==> src/rtl/parity_stream_checker_sat_counter.sv <==
`default_nettype none
// ============================================================================
// Module      : sat_counter
// Description : Saturating up-counter with synchronous clear. A clear and an
//               increment in the same cycle leave the count at one.
// Revision    : 1.0 - initial release
// ============================================================================
module sat_counter #(
    parameter int CNT_W = 8
) (
    input  logic             clk,
    input  logic             rst_n,
    input  logic             clr,
    input  logic             inc,
    output logic [CNT_W-1:0] count
);

    localparam logic [CNT_W-1:0] C_MAX = '1;

    logic [CNT_W-1:0] r_count;
    logic [CNT_W-1:0] w_base;
    logic [CNT_W-1:0] w_next;

    // Clear takes effect before the increment is applied; hold at all-ones
    always_comb begin
        w_base = clr ? '0 : r_count;
        w_next = w_base;
        if (inc && (w_base != C_MAX)) begin
            w_next = w_base + 1'b1;
        end
    end

    // Count register
    always_ff @(posedge clk or negedge rst_n) begin
        if (!rst_n) begin
            r_count <= '0;
        end else begin
            r_count <= w_next;
        end
    end

    assign count = r_count;

endmodule
`default_nettype wire

==> config.mk <==
export PLATFORM = sky130hd
export DESIGN_NAME = sat_counter
export DESIGN_NICKNAME = d
export VERILOG_FILES = /design/src/rtl/parity_stream_checker_sat_counter.sv
export SDC_FILE = /design/constraint.sdc
export NUM_CORES = 1
export LEC_CHECK = 0
export CORE_AREA = 2 2 39 41
export DETAILED_ROUTE_END_ITERATION = 7
export DIE_AREA = 0 0 41 43
export PLACE_DENSITY = 0.62
export SETUP_SLACK_MARGIN = 0.5
export SLEW_MARGIN = 15
export SYNTH_ARGS = -nofsm -noshare
export SYNTH_HDL_FRONTEND = slang
export SYNTH_SLANG_ARGS = --single-unit
==> constraint.sdc <==
create_clock -name clk -period 2.3 [get_ports clk]
set_clock_uncertainty 0.05 [all_clocks]
set_input_delay 0.46 -clock clk [delete_from_list [all_inputs] [get_ports clk]]
set_output_delay 0.46 -clock clk [all_outputs]
set_load 0.05 [all_outputs]
# After elaboration in Yosys (flattened, before gate mapping)
# Cells that the tools add are included.
[word_totals] register_bits=8 latch_bits=0 ramBits=0 romBits=0 input_bits=4 word_cells=6 memories=0
[classes] add_sub_neg=1 n_mul=0 div=0 order_cmp=0 eq_ne=1 shift=0 muxes=2 n_bitwise=0 n_reduce_logical=1
[ops] cell="8-bit two-way mux" count=2
[ops] cell="8-bit by 1-bit adder with 8-bit output (second input constant)" count=1
[ops] cell="8-bit inequality test (second input constant)" count=1
[ops] cell="1-bit logical AND" count=1

# Longest topological paths before layout
# Gate-level depths: netlist of the first run.
[depth] ltp_word=4 depth_mapped=4 depth_no_buf=3

# Worst setup path before layout of the first run
# No wires, ideal clock.
[synth_path] path_kind="register -> register" startpoint="register r_count[0] (netlist: count[0])" endpoint="register r_count[5] (netlist: count[5])" arrival_ns=1.406 required_ns=2.173 path_slack_ns=0.766 path_stages_with_launch=4 path_buffers=0 synth_period_minus_slack_ns=1.534 cell_sequence="dfrtp_1 > nand4_4 > or3_1 > a21oi_1"
[synth_via] elab_chain_cells=4 word_cells_on_any_way=5
[synth_lines] element="from (decl)" line_no="20" rtl="logic [CNT_W-1:0] r_count;"
[synth_lines] element="from (signal assigned)" line_no="38" rtl="r_count <= w_next;"
[synth_lines] element="8-bit two-way mux (*)" line_no="26" rtl="w_base = clr ? '0 : r_count;"
[synth_lines] element="parallel branches: the longest is 2 deep, another holds 8-bit by 1-bit adder with 8-bit output"
[synth_lines] element="8-bit two-way mux (*)" line_no="28" rtl="if (inc && (w_base != C_MAX)) begin"
[synth_lines] element="net w_next[5]" line_no="22" rtl="logic [CNT_W-1:0] w_next;"
# Mark *: on every way through the listed nets, which the timed path passes.

# Final worst setup path of the first run
[layout_path] startpoint="register r_count[4] (netlist: count[4])" endpoint="output count[4]"
[layout_rtl] element="to (decl)" line_no="15" rtl="output logic [CNT_W-1:0] count"
# No word-level cell between the ends.

==> summary.md, run 1 <==
| Metric | Value |
|---|---|
| PwrDens | `561 nW/um2` |
| Worst-Skew Late Latency | `0.26 ns` |
| Compound-Gate Fraction of Synth Area | `19.3%` |
| Slew HR | `67.3%` |
| Syn-to-layout area delta | `31.8%` |
| Min Tclk post-route | `1.71 ns` |
| Ys Warns | `0` |
| Comb pwr share | `13.3%` |
| Tot Pwr | `0.303 mW` |
| R2r startpoint | `count[0]` |
| Xor/xnor cell area share of the yosys netlist | `0%` |
| CP Capture Type | `primary output` |
| Fin. max-slew vios | `0` |
| Fillers | `139` |
| H-tree Lvls | `1` |
| Post-synthesis mux area share | `0%` |
| Clock power share | `35.7%` |
| Post-route DRC | `0` |
| IO Pins | `12` |
| Post-DP HPWL | `641 um` |
| Root buffer cell | `clkbuf_4` |
| Detailed Route WL | `905 um` |
| Final worst path period share | `74.4%` |
| Clock tree from TritonCTS | `yes` |
| Leakage | `0.257 nW` |
| Worst Max-Slew Pin Slew | `0.492 ns` |
| First-pass DRT Iterations | `4` |
| Gr usage total | `12.1%` |
| Worst hold path class | `in -> async` |
| First-pass GRT wire length | `1.36 mm` |
| CP Class | `reg -> out` |
| WP data required | `1.79 ns` |
| Die Y | `43 um` |
| Final #Nets | `60` |
| Drt wl/cell | `12.9 um` |
| Fmax | `584 MHz` |
| Sequential cell area | `200 um2` |
| Max reg flops | `8` |
| Clock sinks | `8` |
| R2R setup slack | `1.01 ns` |
| Startpoint Class | `flop` |
| Simple-Gate Fraction of Synth Area | `27.8%` |
| Sequential share of power | `51.0%` |
| GRT Residual Overflow | `0` |
| P_int | `0.217 mW` |
| Clock Path Buffers | `2` |
| Number of global-route vias before repair | `313` |
| Post-synthesis register bit count | `8` |
| Seq/Total Area, Yosys | `48.9%` |
| Hold_buf cts | `0` |
| Port Buffers | `11` |
| Drt via density | `5.21` |
| Sum Neg Setup Slack | `0 ns` |
| Area of the multi-input gates | `193 um2` |
| N_diodes | `0` |
| Leading cell type in the layout, fill and taps excluded | `dfrtp_1` |
| Final Hold Viols | `0` |
| Placed cells | `67` |
| R2r endpoint | `count[5]` |
| Switch Pwr | `0.0851 mW` |
| Status | `completed` |
| Layout cells sized above 1 | `18.5%` |
| Reg2Reg Depth | `3` |
| Final hold slack | `0.436 ns` |
| Clock slew at reported path FFs | `0.06 ns` |
| Switching share of power | `28.1%` |
| CP max stage cell | `dlygate4sd2_1` |
| Worst path top cell family by delay | `buffers and inverters` |
| Post-CTS Setup Inserts | `0` |
| Synth Cell Area | `409 um2` |
| Core Area | `1380 um2` |
| CTS resizes | `9` |
| Largest family of logic cells by synthesized area | `simple AND/OR/NAND/NOR gates` |
| Post-DP Area | `538 um2` |
| RePlAce Congestion | `0.676` |
| CP Max Fanout | `5` |
| Pin count of the biggest net entering global routing | `9` |
| RSZ-0062 raised after global routing | `no` |
| Cell variety after synth | `22` |
| Buf/Inv on CP | `1` |
| Num CTS Buffers | `3` |
| Worst-path cell chain | `dlygate4sd2_1` |
| Post-route design area | `539 um2` |
| Post-Synthesis Cells | `41` |
| Via count | `365` |
| Die width | `41 um` |
| Worst Path Arrival | `1.20 ns` |
| Most frequent cells in the layout | `8 x dfrtp_1, 6 x a21oi_1, 5 x dlygate4sd2_1` |
| Post-Synth Adder-Cell Area | `0%` |
| Initial Util | `29.6%` |
| Syn nets | `45` |
| Initial antenna violation count | `0` |
| Die area | `1760 um2` |
| DRT iter0 DRCs | `4` |
| Site row count | `14` |
| Syn_area_per_cell | `9.98 um2` |
| Antenna viol nets, final | `0` |
| Final cell count without fillers | `70` |
| CP max stage delay | `0.54 ns` |
| Worst VDD drop | `0.349 mV` |
| Worst Setup SP | `count[4]` |
| Setup-failing EPs final | `0` |
| Max Cap Viol | `0` |
## metal layers
metal	track usage, %	share of wire, %	wire length, um
met1	13.1	49	445
met2	16.6	45	406
met3	7.85	3.5	32
met4	8.00	2.3	21
met5	0	0	0
## final cells by class
cell class / instances / share of cell area [%]
clock buffers: 3 / 4.18
inverters: 2 / 1.39
multi-input cells: 29 / 35.7
flip-flops and latches: 8 / 37.1
well taps: 16 / 3.71
repair buffers: 12 / 17.9
## metrics by stage
step,setup WS (ns),utilization (%)
3_3_place_gp,0.451,38.9
4_1_cts,0.473,39.9
6_report,0.588,39.0
2_1_floorplan,0.766,-
5_1_grt,0.535,39.0
3_5_place_dp,0.411,38.9
## Yosys cell counts
| cell | count | area, um2 |
|---|---|---|
| nor3_1 | 3 | 15.0 |
| a21oi_1 | 6 | 30.0 |
| and4_2 | 1 | 10.0 |
| clkbuf_1 | 1 | 3.75 |
| a31oi_1 | 3 | 18.8 |
| o31ai_1 | 1 | 7.51 |
| or3_1 | 1 | 6.26 |
| nand4_1 | 1 | 6.26 |
| nor4_1 | 1 | 6.26 |
| buf_2 | 1 | 5.00 |
| nand2_1 | 2 | 7.51 |
| nand4_4 | 1 | 21.3 |
| nor2_1 | 1 | 3.75 |
| and3_1 | 1 | 6.26 |
| a211oi_1 | 2 | 15.0 |
| dfrtp_1 | 8 | 200 |
| and3_2 | 1 | 7.51 |
| inv_1 | 2 | 7.51 |
| and4b_1 | 1 | 10.0 |
| and3b_1 | 1 | 8.76 |
| nand3_1 | 1 | 5.00 |
| o21bai_1 | 1 | 7.51 |
## kinds of logic after synthesis
family,count (synthesis)
compound gates,13
flops,8
simple gates,16
buf+inv,4
## power groups by stage
stage	registers, mW	logic [mW]	clock network (mW)
after global routing	0.155	0.0429	0.122
after detailed placement	0.156	0.0444	0
after global placement	0.157	0.0442	0
after CTS	0.154	0.0419	0.113
after floorplan	0.170	0.00947	0
final	0.154	0.0401	0.108
## how the worst max path moves through the flow
stage / endpoint / cells after the start
finish: count[4] / 1
global route: count[4] / 1
CTS: count[0] / 1
detailed placement: count[5] / 4
global placement: count[5] / 4
floorplan: count[5] / 3
Note: power is estimated with default switching activity, not from simulation.
==> run 2: changes to the inputs <==
--- a/config.mk
+++ b/config.mk
@@ -8,7 +8,7 @@
 export CORE_AREA = 2 2 39 41
 export DETAILED_ROUTE_END_ITERATION = 7
 export DIE_AREA = 0 0 41 43
-export PLACE_DENSITY = 0.62
+export PLACE_DENSITY = 0.64
 export SETUP_SLACK_MARGIN = 0.5
 export SLEW_MARGIN = 15
 export SYNTH_ARGS = -nofsm -noshare
==> constraint.sdc (replaced) <==
create_clock -name clk -period 1.45 [get_ports clk]
set_clock_uncertainty 0.05 [all_clocks]
set_input_delay 0.29 -clock clk [delete_from_list [all_inputs] [get_ports clk]]
set_output_delay 0.29 -clock clk [all_outputs]
set_load 0.05 [all_outputs]
==> run 2 against run 1 <==
Net effect:
- routed wire length is 19% higher
- core utilization is 18 points higher
- global-route usage grew 3.5 points
- power up 71%
- first-iteration DRC count grew 25%
- cell count increased by 17%
- register-to-register slack worse by 0.76 ns
- clock power increased by 54%
- sequential power rose by 60%
- combinational power grew to 2.6 times the previous value
- count of clock-buffer cells in the layout stayed put
- largest cell class is now non-clock buffers
- largest power group unchanged
- highest routed layer is now met3
==> summary.md, run 2 (synthesis results as in run 1) <==
| Metric | Value |
|---|---|
| Max reg flops | `8 (unchanged)` |
| Comb pwr share | `20.3% (was 13.3%)` |
| Detailed Route WL | `1.08 mm (was 905 um)` |
| Initial antenna violation count | `0 (unchanged)` |
| Worst Path Arrival | `0.87 ns (was 1.20 ns)` |
| Status | `completed (unchanged)` |
| Startpoint Class | `flop (unchanged)` |
| Finished Core Util | `56.6% (was 39.0%)` |
| Antenna viol nets, final | `0 (unchanged)` |
| Number of global-route vias before repair | `435 (was 313)` |
| Slew HR | `75.2% (was 67.3%)` |
| Fin. max-slew vios | `0 (unchanged)` |
| Clock sinks | `8 (unchanged)` |
| DRT iter0 DRCs | `5 (was 4)` |
| Clock Path Buffers | `2 (unchanged)` |
| Post-route design area | `783 um2 (was 539 um2)` |
| Tot Pwr | `0.516 mW (was 0.303 mW)` |
| Most frequent cells in the layout | `11 x buf_4, 8 x dfrtp_2, 8 x buf_12 (was 8 x dfrtp_1, 6 x a21oi_1, 5 x dlygate4sd2_1)` |
| Worst-Skew Late Latency | `0.25 ns (was 0.26 ns)` |
| Final cell count without fillers | `82 (was 70)` |
| Clock tree from TritonCTS | `yes (unchanged)` |
| Sequential share of power | `47.6% (was 51.0%)` |
| Die width | `41 um (unchanged)` |
| Clock power share | `32.2% (was 35.7%)` |
| RSZ-0062 raised after global routing | `yes (was no)` |
| H-tree Lvls | `1 (unchanged)` |
| GRT Residual Overflow | `0 (unchanged)` |
| PwrDens | `659 nW/um2 (was 561 nW/um2)` |
| CP Max Fanout | `5 (unchanged)` |
| Buf/Inv on CP | `1 (unchanged)` |
| Num CTS Buffers | `3 (unchanged)` |
| Placed cells | `70 (was 67)` |
| Worst Max-Slew Pin Slew | `0.371 ns (was 0.492 ns)` |
| Switch Pwr | `0.138 mW (was 0.0851 mW)` |
| Setup-failing EPs final | `0 (unchanged)` |
| Final worst path period share | `83.3%` |
| First-pass GRT wire length | `1.84 mm (was 1.36 mm)` |
| Gr usage total | `15.6% (was 12.1%)` |
| Via count | `423 (was 365)` |
| Leakage | `0.318 nW (was 0.257 nW)` |
| CP Capture Type | `primary output (unchanged)` |
| Post-DP Area | `661 um2 (was 538 um2)` |
| P_int | `0.378 mW (was 0.217 mW)` |
| Pin count of the biggest net entering global routing | `9 (unchanged)` |
| Die area | `1760 um2 (unchanged)` |
| CP max stage cell | `dfrtp_2 (was dlygate4sd2_1)` |
| Max Cap Viol | `0 (unchanged)` |
| Core Area | `1380 um2 (unchanged)` |
| Post-DP HPWL | `681 um (was 641 um)` |
| First-pass DRT Iterations | `2 (was 4)` |
| Clock slew at reported path FFs | `0.05 ns (was 0.06 ns)` |
| Worst-path cell chain | `buf_12 (was dlygate4sd2_1)` |
| Initial Util | `29.6% (unchanged)` |
| WP data required | `1.11 ns (was 1.79 ns)` |
| Leading cell type in the layout, fill and taps excluded | `buf_4 (was dfrtp_1)` |
| CP max stage delay | `0.45 ns (was 0.54 ns)` |
| Sequential cell area | `210 um2 (was 200 um2)` |
| Port Buffers | `11 (unchanged)` |
| Site row count | `14 (unchanged)` |
| Final Hold Viols | `0 (unchanged)` |
| IO Pins | `12 (unchanged)` |
| Fillers | `123 (was 139)` |
| Switching share of power | `26.8% (was 28.1%)` |
| Drt wl/cell | `13.2 um (was 12.9 um)` |
| Drt via density | `5.16 (was 5.21)` |
| Worst path top cell family by delay | `flip-flops (was buffers and inverters)` |
| Root buffer cell | `clkbuf_4 (unchanged)` |
| Min Tclk post-route | `1.21 ns` |
| Area of the multi-input gates | `230 um2 (was 193 um2)` |
| Fmax | `828 MHz` |
| Layout cells sized above 1 | `63.6% (was 18.5%)` |
| Hold_buf cts | `0 (unchanged)` |
| RePlAce Congestion | `0.697 (was 0.676)` |
| Final #Nets | `72 (was 60)` |
| Worst VDD drop | `0.431 mV (was 0.349 mV)` |
| Worst hold path class | `in -> async (unchanged)` |
| Post-route DRC | `0 (unchanged)` |
| N_diodes | `0 (unchanged)` |
| CP Class | `reg -> out (unchanged)` |
| Syn-to-layout area delta | `91.4% (was 31.8%)` |
| Die Y | `43 um (unchanged)` |
## run 2: changes by cell type in the layout (fill, tap and decap cells not counted), moves of 2 or more
cell,previous run,this run
dfrtp_1,8,0
clkbuf_2,3,0
buf_6,0,2
dfrtp_2,0,8
a21oi_1,6,4
a21oi_2,0,2
dlygate4sd2_1,5,2
buf_12,0,8
clkdlybuf4s50_1,3,1
buf_4,1,11
## run 2: worst paths after layout
kind | to | startpoint | slack, ns | cells past startpoint
setup / recovery | count[0] | count[0] | 0.24 | 1
hold / removal | count[5] | rst_n | 0.27 | 1
setup reg to reg | count[3] | count[7] | 0.25 | 3
hold reg to reg | count[5] | count[5] | 0.56 | 2
max in group asynchronous | count[1] | rst_n | 0.79 | 1
min in group clk | count[5] | clr | 0.45 | 3
## run 2: power by group through the flow
stage	Combinational, mW	Clock, mW	Sequential, mW
after floorplan	0.0151	0	0.271
after global placement	0.0860	0	0.253
after detailed placement	0.0866	0	0.253
after CTS	0.102	0.174	0.246
after global routing	0.112	0.183	0.247
final	0.105	0.166	0.246
## run 2: metal layers
| layer | GRT usage, % | share of wire, % |
|---|---|---|
| met1 | 20.1 | 44 |
| met5 | 0 | 0 |
| met2 | 22.5 | 50 |
| met3 | 7.85 | 5.1 |
| met4 | 4.00 | 0 |
## run 2: area by class of cell
| type | count | share of cell area [%] |
|---|---|---|
| well taps | 16 | 2.56 |
| repair buffers | 24 | 37.4 |
| clock buffers | 3 | 2.88 |
| multi-input cells | 29 | 29.4 |
| inverters | 2 | 0.958 |
| flip-flops and latches | 8 | 26.8 |
## run 2: repair_timing
action | in CTS | in global routing
resized for setup | 8 | 2
setup endpoints to repair | 16 | 16
buffers inserted | 8 | 1
gates cloned | 0 | 0
pin swaps | 10 | 4
## run 2: per-stage QoR
stage	TNS (ns)	hold WS, ns	setup slack (ns)
floorplan	0	-0.0556	0.139
global placement	-0.633	0.495	-0.170
detailed placement	-0.819	0.512	-0.187
CTS	0	0.281	0.230
global route	0	0.299	0.186
finish	0	0.273	0.242
==> run 3: changes to the inputs <==
--- a/config.mk
+++ b/config.mk
@@ -8,7 +8,7 @@
 export CORE_AREA = 2 2 39 41
 export DETAILED_ROUTE_END_ITERATION = 7
 export DIE_AREA = 0 0 41 43
-export PLACE_DENSITY = 0.64
+export PLACE_DENSITY = 0.62
 export SETUP_SLACK_MARGIN = 0.5
 export SLEW_MARGIN = 15
 export SYNTH_ARGS = -nofsm -noshare
==> constraint.sdc (replaced) <==
create_clock -name clk -period 1.2 [get_ports clk]
set_clock_uncertainty 0.05 [all_clocks]
set_input_delay 0.24 -clock clk [delete_from_list [all_inputs] [get_ports clk]]
set_output_delay 0.24 -clock clk [all_outputs]
set_load 0.05 [all_outputs]
==> run 3 against run 2 <==
Net effect:
- the run now ends with setup timing left
- power up 32%
- sequential power rose by 17%
- die area unchanged
- critical path type unchanged
- highest routed layer is now met4
==> summary.md, run 3 (synthesis results as in run 1) <==
| Metric | Value |
|---|---|
| Post-route DRC | `0 (unchanged)` |
| Most frequent cells in the layout | `11 x buf_6, 9 x buf_4, 8 x dfrtp_2, 8 x buf_12 (was 11 x buf_4, 8 x dfrtp_2, 8 x buf_12)` |
| Finished Core Util | `66.2% (was 56.6%)` |
| Sequential share of power | `42.4% (was 47.6%)` |
| Buf/Inv on CP | `2 (was 1)` |
| Worst path top cell family by delay | `flip-flops (unchanged)` |
| RePlAce Congestion | `0.769 (was 0.697)` |
| Clock power share | `30.2% (was 32.2%)` |
| Layout cells sized above 1 | `74.0% (was 63.6%)` |
| Clock Path Buffers | `2 (unchanged)` |
| Die Y | `43 um (unchanged)` |
| Antenna viol nets, final | `0 (unchanged)` |
| Worst-Skew Late Latency | `0.25 ns (about the same)` |
| RSZ-0062 raised after global routing | `yes (unchanged)` |
| Worst hold path class | `in -> async (unchanged)` |
| Worst-path cell chain | `buf_6 -> buf_12 (was buf_12)` |
| Setup-failing EPs final | `7 (was 0)` |
| Die width | `41 um (unchanged)` |
| N_diodes | `0 (unchanged)` |
| Hold_buf cts | `0 (unchanged)` |
| Clock slew at reported path FFs | `0.05 ns (about the same)` |
| Max Cap Viol | `0 (unchanged)` |
| Initial antenna violation count | `0 (unchanged)` |
| Post-DP Area | `706 um2 (was 661 um2)` |
| Worst VDD drop | `0.500 mV (was 0.431 mV)` |
| Num CTS Buffers | `3 (unchanged)` |
| Initial Util | `29.6% (unchanged)` |
| Final worst path period share | `103%` |
| Fillers | `100 (was 123)` |
| Post-DP HPWL | `761 um (was 681 um)` |
| IO Pins | `12 (unchanged)` |
| Die area | `1760 um2 (unchanged)` |
| Final Hold Viols | `0 (unchanged)` |
| CP Class | `reg -> out (unchanged)` |
| First-pass GRT wire length | `1.93 mm (was 1.84 mm)` |
| Pin count of the biggest net entering global routing | `9 (unchanged)` |
| Drt wl/cell | `14.1 um (was 13.2 um)` |
| WP data required | `0.91 ns (was 1.11 ns)` |
| PnR worst setup slack | `-0.0353 ns (was 0.242 ns)` |
| Switching share of power | `28.0% (was 26.8%)` |
| Status | `complete, but fails checks (was completed)` |
| Detailed Route WL | `1.26 mm (was 1.08 mm)` |
| Switch Pwr | `0.191 mW (was 0.138 mW)` |
| Root buffer cell | `clkbuf_4 (unchanged)` |
| CP Capture Type | `primary output (unchanged)` |
| H-tree Lvls | `1 (unchanged)` |
| Max reg flops | `8 (unchanged)` |
| Slew HR | `75.9% (was 75.2%)` |
| Drt via density | `5.26 (was 5.16)` |
| Failing checks | `setup timing` |
| Via count | `468 (was 423)` |
| Worst Max-Slew Pin Slew | `0.360 ns (was 0.371 ns)` |
| GRT Residual Overflow | `0 (unchanged)` |
| Core Area | `1380 um2 (unchanged)` |
| Setup WS pre-CTS | `-0.316 ns (was -0.187 ns)` |
| Leading cell type in the layout, fill and taps excluded | `buf_6 (was buf_4)` |
| Syn-to-layout area delta | `124% (was 91.4%)` |
| Fmax | `810 MHz` |
| Fin. max-slew vios | `0 (unchanged)` |
| First-pass DRT Iterations | `4 (was 2)` |
| PwrDens | `742 nW/um2 (was 659 nW/um2)` |
| CP Max Fanout | `2 (was 5)` |
| Clock tree from TritonCTS | `yes (unchanged)` |
| P_int | `0.489 mW (was 0.378 mW)` |
| Clock sinks | `8 (unchanged)` |
| Min Tclk post-route | `1.24 ns` |
| Port Buffers | `11 (unchanged)` |
| Startpoint Class | `flop (unchanged)` |
| Tot Pwr | `0.680 mW (was 0.516 mW)` |
| CP max stage cell | `dfrtp_2 (unchanged)` |
| Number of global-route vias before repair | `448 (was 435)` |
| CP max stage delay | `0.42 ns (was 0.45 ns)` |
| Post-route design area | `916 um2 (was 783 um2)` |
| Site row count | `14 (unchanged)` |
| DRT iter0 DRCs | `4 (was 5)` |
| Leakage | `0.371 nW (was 0.318 nW)` |
| Gr usage total | `17.1% (was 15.6%)` |
| Worst Path Arrival | `0.95 ns (was 0.87 ns)` |
| Comb pwr share | `27.4% (was 20.3%)` |
| Final #Nets | `79 (was 72)` |
[run 3: layer usage]
metal	part of all wire [%]	vias up	global-route usage, %
met5	0	-	0
met4	1.7	0	8.00
met3	4.1	2	7.85
met2	53	13	26.3
met1	41	229	19.1
li1	-	224	-
[run 3: final timing paths]
| check | slack, ns | to | start | depth (start not counted) |
|---|---|---|---|---|
| max | -0.04 | count[1] | count[1] | 2 |
| min | 0.21 | count[5] | rst_n | 1 |
| max reg2reg | -0.03 | count[4] | count[0] | 5 |
| min reg2reg | 0.56 | count[5] | count[5] | 2 |
| max in group asynchronous | 0.60 | count[0] | rst_n | 1 |
| min in group clk | 0.40 | count[6] | clr | 3 |
[run 3: area by class of cell]
class | count | area (um2) | area share (%)
flip-flops and latches | 8 | 210 | 23.0
repair buffers | 31 | 379 | 41.4
multi-input cells | 29 | 277 | 30.2
well taps | 16 | 20.0 | 2.19
clock buffers | 3 | 22.5 | 2.46
inverters | 2 | 7.51 | 0.820
[run 3: stage by stage]
stage	std cells	hold slack, ns	TNS, ns
after CTS	88	0.221	-0.0904
after global routing	89	0.229	-0.409
after detailed placement	76	0.495	-2.05
after floorplan	41	-0.106	-0.448
final	89	0.213	-0.127
after global placement	76	0.486	-1.92
[run 3: power by group through the flow]
stage	clock network (mW)	registers (mW)	logic [mW]
floorplan	0	0.327	0.0182
global placement	0	0.294	0.131
detailed placement	0	0.294	0.132
CTS	0.212	0.285	0.168
global route	0.232	0.288	0.196
finish	0.205	0.288	0.186
[run 3: repair_timing]
action                     CTS  global route
setup endpoints to repair   16            16
gates resized for setup     19             9
setup buffers                9             1
pin swaps                    9             6
